$ cat src/rtl/exu_alu_sched.sv
// Purpose : round-robin scheduler sharing one ALU datapath among NUM_REQ issue requesters.
// Latency : 1 cycle from grant (alu_enable) to rsp_valid; 1 op/cycle when rsp_ready stays high.
// Backpr. : rsp_ready low parks the result in HOLD (no grant, ALU flops frozen); freeze stalls all.
//
// Ports:
//   clk, rst                    core clock, synchronous active-high reset
//   freeze, flush               pipeline freeze (hold everything) / flush (kill in-flight op)
//   req_valid/req_ready         per-requester handshake; req_ready is the one-hot grant
//   req_a/req_b/req_pc/req_op   per-requester payload, requester i in slice i
//   alu_valid/alu_enable        issue strobe to the ALU operand flops
//   alu_a/alu_b/alu_pc/alu_op   muxed payload of the granted requester, 0 when idle
//   alu_flush                   flush forwarded to the ALU
//   alu_out                     ALU result, valid the cycle after alu_enable
//   rsp_valid/rsp_ready         result handshake; rsp_id tags the originating requester
//   rsp_id, rsp_data            result tag and data
//   busy                        an op occupies the ALU
module exu_alu_sched #(
  parameter int NUM_REQ = 4,
  parameter int OPW     = 16,
  parameter int IDW     = $clog2(NUM_REQ)
) (
  input  logic                   clk,
  input  logic                   rst,
  input  logic                   freeze,
  input  logic                   flush,
  input  logic [NUM_REQ-1:0]     req_valid,
  output logic [NUM_REQ-1:0]     req_ready,
  input  logic [NUM_REQ*32-1:0]  req_a,
  input  logic [NUM_REQ*32-1:0]  req_b,
  input  logic [NUM_REQ*31-1:0]  req_pc,
  input  logic [NUM_REQ*OPW-1:0] req_op,
  output logic                   alu_valid,
  output logic                   alu_enable,
  output logic [31:0]            alu_a,
  output logic [31:0]            alu_b,
  output logic [30:0]            alu_pc,
  output logic [OPW-1:0]         alu_op,
  output logic                   alu_flush,
  input  logic [31:0]            alu_out,
  output logic                   rsp_valid,
  input  logic                   rsp_ready,
  output logic [IDW-1:0]         rsp_id,
  output logic [31:0]            rsp_data,
  output logic                   busy
);

  typedef enum logic [1:0] {
    IDLE = 2'd0,
    EXEC = 2'd1,
    HOLD = 2'd2
  } state_t;

  state_t           state_q, state_d;
  logic [IDW-1:0]   ptr_q, ptr_d;
  logic [IDW-1:0]   id_q, id_d;

  logic             can_issue;
  logic             found;
  logic [IDW-1:0]   gnt_id;
  logic [NUM_REQ-1:0] gnt_oh;
  logic             transfer;
  logic             occupied;

  assign occupied = (state_q != IDLE);

  // Rotating priority scan starting at ptr_q; the first valid requester wins.
  always_comb begin
    int idx;
    idx    = 0;
    found  = 1'b0;
    gnt_id = '0;
    for (int k = 0; k < NUM_REQ; k++) begin
      idx = int'(ptr_q) + k;
      if (idx >= NUM_REQ) idx = idx - NUM_REQ;
      if (!found && req_valid[idx]) begin
        found  = 1'b1;
        gnt_id = IDW'(idx);
      end
    end
  end

  // A new op may enter only when the ALU is empty or its result leaves this cycle.
  // rst is folded in so every output is quiet while reset is asserted.
  assign can_issue = ~rst & ~flush & ~freeze & (~occupied | rsp_ready);
  assign gnt_oh    = found ? (NUM_REQ'(1) << gnt_id) : '0;
  assign req_ready = can_issue ? gnt_oh : '0;
  assign transfer  = |(req_valid & req_ready);

  assign alu_valid  = transfer;
  assign alu_enable = transfer;
  assign alu_flush  = flush & ~rst;

  // AND-OR payload mux keyed by the one-hot grant; zero when nothing issues.
  always_comb begin
    alu_a  = '0;
    alu_b  = '0;
    alu_pc = '0;
    alu_op = '0;
    for (int i = 0; i < NUM_REQ; i++) begin
      if (req_ready[i]) begin
        alu_a  = alu_a  | req_a[32*i +: 32];
        alu_b  = alu_b  | req_b[32*i +: 32];
        alu_pc = alu_pc | req_pc[31*i +: 31];
        alu_op = alu_op | req_op[OPW*i +: OPW];
      end
    end
  end

  assign rsp_valid = ~rst & occupied & ~freeze & ~flush;
  assign rsp_id    = id_q;
  assign rsp_data  = alu_out;
  assign busy      = ~rst & occupied;

  always_comb begin
    state_d = state_q;
    ptr_d   = ptr_q;
    id_d    = id_q;
    if (flush) begin
      // Killed result is dropped; the scan position is left alone.
      state_d = IDLE;
    end else if (!freeze) begin
      if (transfer) begin
        state_d = EXEC;
        id_d    = gnt_id;
        ptr_d   = (gnt_id == IDW'(NUM_REQ - 1)) ? '0 : gnt_id + 1'b1;
      end else if (rsp_valid && rsp_ready) begin
        state_d = IDLE;
      end else if (rsp_valid) begin
        state_d = HOLD;
      end
    end
  end

  always_ff @(posedge clk) begin
    if (rst) begin
      state_q <= IDLE;
      ptr_q   <= '0;
      id_q    <= '0;
    end else begin
      state_q <= state_d;
      ptr_q   <= ptr_d;
      id_q    <= id_d;
    end
  end

endmodule

$ cat config.mk
export PLATFORM = sky130hd
export DESIGN_NAME = exu_alu_sched
export DESIGN_NICKNAME = d
export VERILOG_FILES = /design/src/rtl/exu_alu_sched.sv
export SDC_FILE = /design/constraint.sdc
export NUM_CORES = 1
export LEC_CHECK = 0
export ABC_CLOCK_PERIOD_IN_PS = 2450
export BUFFER_PORTS_ARGS = -buffer_cell sky130_fd_sc_hd__buf_2
export CAP_MARGIN = 20
export CORE_AREA = 2 2 251 253
export CTS_CLUSTER_SIZE = 14
export DETAILED_ROUTE_END_ITERATION = 16
export DIE_AREA = 0 0 253 255
export GPL_TIMING_DRIVEN = 0
export PLACE_DENSITY = 0.31
export SETUP_SLACK_MARGIN = 0.4
export SKIP_LAST_GASP = 1
export SLEW_MARGIN = 15
export SYNTH_ARGS = -nofsm -noshare
export SYNTH_HDL_FRONTEND = slang
export SYNTH_SLANG_ARGS = --single-unit
$ cat constraint.sdc
create_clock -name clk -period 2.45 [get_ports clk]
set_input_delay 0.1225 -clock clk [delete_from_list [all_inputs] [get_ports clk]]
set_output_delay 0.1225 -clock clk [all_outputs]
set_load 0.1 [all_outputs]
After elaboration in Yosys (flattened, before gate mapping)
Cells that the tools add are included.

cells by class
  $add $sub $neg = 8
  multipliers = 0
  divide/modulo/power cells = 0
  $lt $le $gt $ge = 8
  eq/ne operators = 1
  shifts and indexed selects = 1
  muxes and demuxes = 46
  bitwise gates (word level) = 25
  reduce and logical (&&, ||, !) cells = 13

operators with widths
  operator               count
  $mux W32               12
  $or A32 B32 Y32        6
  $lt A32 B4 Y1 const B  4
  $mux W31               4
  $or A31 B31 Y31        3
  $mux W16               4
  $or A16 B16 Y16        3
  $mux W2                8
  $mux W1                12
  $sub A3 B3 Y4 const B  3
  $ge A3 B3 Y1 const B   3
  $bmux W1 S2            4
  $mux W4                2
  $and A1 B1 Y1          7
  $add A2 B2 Y3 const B  2
  $and A4 B4 Y4          1
  $logic_and A1 B1 Y1    4
  $not A1 Y1             4
  $reduce_or A4 Y1       1
  $shl A1 B2 Y4 const A  1
  $sub A2 B3 Y4 const B  1
  $add A2 B1 Y3 const B  1
  $ge A2 B3 Y1 const B   1
  $logic_not A1 Y1       3
  8 further kinds        8

storage, ports and cells
  flip-flop bits (word level) = 6
  latch bits = 0
  RAM bits = 0
  memory bits (read-only) = 0
  bits of input ports = 485
  memories = 0

Depth between registers and ports, before layout
  depth in word-level cells = 25
  gate-level depth with buffers = 11
  mapped depth without buffers = 9

Least setup slack after synthesis
OpenSTA, ideal clock, no wires.

  kind = register to output
  start point = reg ptr_q[1]
  end point = out alu_a[0]
  data arrival time = 3.391 ns
  data required time = 2.328 ns
  slack = -1.064 ns
  stages on the path, launching flop included = 10
  cells stage by stage = dfxtp_1 -> a21oi_1 -> o21a_1 -> o22ai_1 -> ha_1 -> clkbuf_1 -> clkbuf_1 -> clkbuf_1 -> a22oi_1 -> a21oi_1

on the way
  cells in the longest elaborated chain, start to end = 25

ends and longest elaborated chain
  what                                                                    RTL line  text
  from (decl)                                                             54        logic [IDW-1:0] ptr_q, ptr_d;
  from (signal assigned)                                                  141       ptr_q <= ptr_d;
  parallel branches: the longest is 16 deep, another holds $sub A3 B3 Y4  --
  $mux W4 (*)                                                             85        assign gnt_oh = found ? (NUM_REQ'(1) << gnt_id) : '0;
  $mux W4 (*)                                                             86        assign req_ready = can_issue ? gnt_oh : '0;
  $mux W32                                                                100       if (req_ready[i]) begin
  $or A32 B32 Y32                                                         101       alu_a = alu_a | req_a[32*i +: 32];
  $mux W32                                                                100
  $or A32 B32 Y32                                                         101
  $mux W32                                                                100
  $or A32 B32 Y32                                                         101
  $mux W32 (*)                                                            100
  to (decl)                                                               34        output logic [31:0] alu_a,

Mark *: on every way between the ends. The select of a mux whose other input is x is not followed.

Final worst setup path
  start point = reg ptr_q[1]
  end point = out alu_a[11]

on the way
  cells in the longest elaborated chain, start to end = 25

ends and longest elaborated chain
  what                                                                    RTL line  text
  parallel branches: the longest is 14 deep, another holds $sub A3 B3 Y4  --
  $mux W2 (*)                                                             75        if (!found && req_valid[idx]) begin
  net gnt_id[1]                                                           59        logic [IDW-1:0] gnt_id;
  $shl A1 B2 Y4 (*)                                                       85
  $mux W4 (*)                                                             85
  $mux W4 (*)                                                             86
  $mux W32                                                                100
  $or A32 B32 Y32                                                         101
  $mux W32                                                                100
  $or A32 B32 Y32                                                         101
  $mux W32                                                                100
  $or A32 B32 Y32                                                         101
  $mux W32 (*)                                                            100

Mark *: on every way through the listed nets, which the timed path passes. The select of a mux whose other input is x is not followed.

==> metrics.txt <==
status complete, but fails checks; failing checks negative setup slack; worst hold margin 0.122 ns; Seq cells post-synth 6; pwr/cell area 304 nW/um^2; Met2 Wirelength 23.0 mm; clk root buf clkbuf_16; internal power 0.00191 W; Slew HR 58.1%; post-route design area 13400 um^2; clock latency at the later pin of the worst-skew pair 0.23 ns; critical path's top delay family buffers and inverters; WL met3 2.14 mm; Port Buffer Count 605; Peak Freq 387 MHz; Reg2Reg Depth 11; worst r2r src ptr_q[1]; CP dominant cell by count clkbuf_16; Setup-failing EPs final 112; Max Clock Skew 0.00183 ns; DRC 0; CP Class register to output pin; combinational share of power 90.7%; register area share after synthesis 3.73%; CTS buffer count 3; Reg clk slew, reported paths 0.04 ns; Longest Clk Path Bufs 2; WP buf/inv 6; post-synthesis async set-or-reset flop share 0%; # IOs 639; Final WS setup -0.135 ns; CTS H-tree lvls 1; Vias 7173; CORE AREA 62200 um^2; Area Overhead vs Synth 317%; CTS tree yes; synthesized area 3220 um^2; Iter 0 DRT Violations 256; top_reg_cell synth dfxtp_1; Final Hold Vio Count 0; vias in the first global route 7758; DRT met1 WL 18.1 mm; syn avg cell area 6.67 um^2; Crit path largest cell delay 0.37 ns; Worst Setup EP alu_a[11]; reg2reg setup slack 0.21 ns; Top Layer Used met4; Reg-to-Reg End ptr_q[1]; WP depth 12; worst vdd ir 0.181 mV; final slew viol count 0; first-pass GRT wire length 57.0 mm; switching share of power 53.3%; antenna violations before repair 2; drt total wl 44.1 mm; row count 92; RSZ-0062 raised after global routing yes; data required time of the critical path 2.33 ns; EDFF count, synth 0; die height 255 um; Crit. End Element output pin; P_leak 5.06 nW; Net count, final 1650; Horiz. Die Dim 253 um; Max Cap Viol 0; drt pass-1 iters 4; crit-path cells a21oi_2 > o21a_1 > o22ai_4 > inv_2 > ha_4 > clkbuf_16 > clkbuf_16 > buf_6 > buf_8 > a22oi_2 > a21oi_4 > buf_12; kind of start point of the critical path register; largest net degree at the start of global routing 11; DP HPWL 31.8 mm; Detail Route Antenna Nets 0; Routability Congestion 0.772; Clk network pwr share 6.7%; crit-path max FO 7; P_sw 0.00217 W; wire length per cell 22.5 um; Seq pwr share 2.5%; vias per cell 3.66; full die area 64500 um^2; final worst path period share 106%; Worst Setup SP ptr_q[1]; total grt overflow 0; Worst Max-Slew Pin Slew 0.628 ns; GRT Resource Usage Total 12.4%; CP arrival 2.46 ns; Tmin final 2.58 ns; Cells after Synth 483; yosys warns 0; clock sink total 6; Slowest-stage cell, CP dfxtp_4; fraction of layout cells with a size suffix above 1 96.4%; starting density of the core 5.18%; DP Area 9470 um^2; Worst Hold Class input pin to register; post-synth net total 972; post-synthesis cell type count 28
==> power groups by stage <==
stage / clock, W / sequential (W) / combinational [W]
detailed placement: 0 / 0.000105 / 0.00274
CTS: 0.000277 / 0.000104 / 0.00359
finish: 0.000275 / 0.000104 / 0.00370
floorplan: 0 / 0.000112 / 0.00189
global placement: 0 / 0.000105 / 0.00273
global route: 0.000291 / 0.000104 / 0.00388
==> worst min-delay path by stage <==
stage	from	to	slack, ns	depth (start not counted)
2_1_floorplan	flush	state_q[0]	0.20	1
5_1_grt	flush	state_q[0]	0.13	2
3_5_place_dp	flush	state_q[0]	0.36	2
3_3_place_gp	flush	state_q[0]	0.36	2
4_1_cts	flush	state_q[0]	0.12	2
6_report	flush	state_q[0]	0.12	2
==> registers in the layout, summed over array words and instances (netlist names) <==
register  count
state_q       2
rsp_id        2
ptr_q         2
==> cells by family after synthesis <==
logic type / synth area share [%]
compound gates: 72.5
fa+ha+maj: 1.55
buf+inv: 17.1
flops: 3.73
mux: 1.40
simple gates: 3.69
==> synthesized netlist by cell type (2+ instances only) <==
cell,instances,area [um^2]
and2_2,4,30.0
mux2i_1,3,30.0
nor2b_1,3,18.8
dfxtp_1,6,120
nand2b_1,3,18.8
nor2_1,2,7.51
buf_4,43,323
buf_1,2,7.51
buf_2,2,10.0
nand2_1,3,11.3
clkbuf_1,51,191
a21oi_1,115,576
a22oi_1,224,1680
inv_1,5,18.8
ha_1,4,50.1
==> area by class of cell <==
cell class,instances,area (um^2)
fillers,6789,48700
repair buffers,673,5770
multi-input cells,374,4930
plain buffers,98,1490
well taps,799,1000
flip-flops and latches,6,125
clock buffers,4,78.8
inverters,5,25.0
diodes,3,7.51
==> placed cells by master, fill, tap and decap left out, drive strengths merged <==
cell type,n
a211oi,1
o22ai,1
mux2,1
clkbuf,69
diode,3
ha,4
o221a,1
o211a,1
nor2,2
dfxtp,6
mux2i,3
a22oi,224
a311oi,1
nor2b,3
o211ai,1
clkinvlp,1
a21oi,115
inv,4
buf,706
or4,1
nand2,4
o21a,1
and2,4
a2111oi,1
nor3,1
nand2b,3
a21o,1
==> stage by stage <==
step                worst slack, ns  util [%]   TNS, ns  power [W]  std cells
floorplan                  -0.00157         -  -0.00157    0.00200        483
global placement             -0.599      15.2    -39.60    0.00283       1887
detailed placement           -0.596      15.2    -41.26    0.00284       1887
CTS                          -0.152      20.6    -11.00    0.00397       1946
global route                 -0.223      21.6    -17.12    0.00427       1959
finish                       -0.135      21.6     -7.21    0.00408       1962
==> routing by layer <==
metal / track usage (%) / up-vias
li1: - / 3325
met2: 23.3 / 330
met4: 2.23 / 0
met3: 1.63 / 34
met5: 0 / -
met1: 15.1 / 3484
==> repair_timing <==
item / CTS / global route
gates resized for setup: 565 / 135
pin swaps: 80 / 91
cloned: 33 / 6
hold buffers: 0 / 0
buffers inserted: 22 / 7
setup endpoints to repair: 122 / 122
Note: power is estimated with default switching activity, not from simulation.
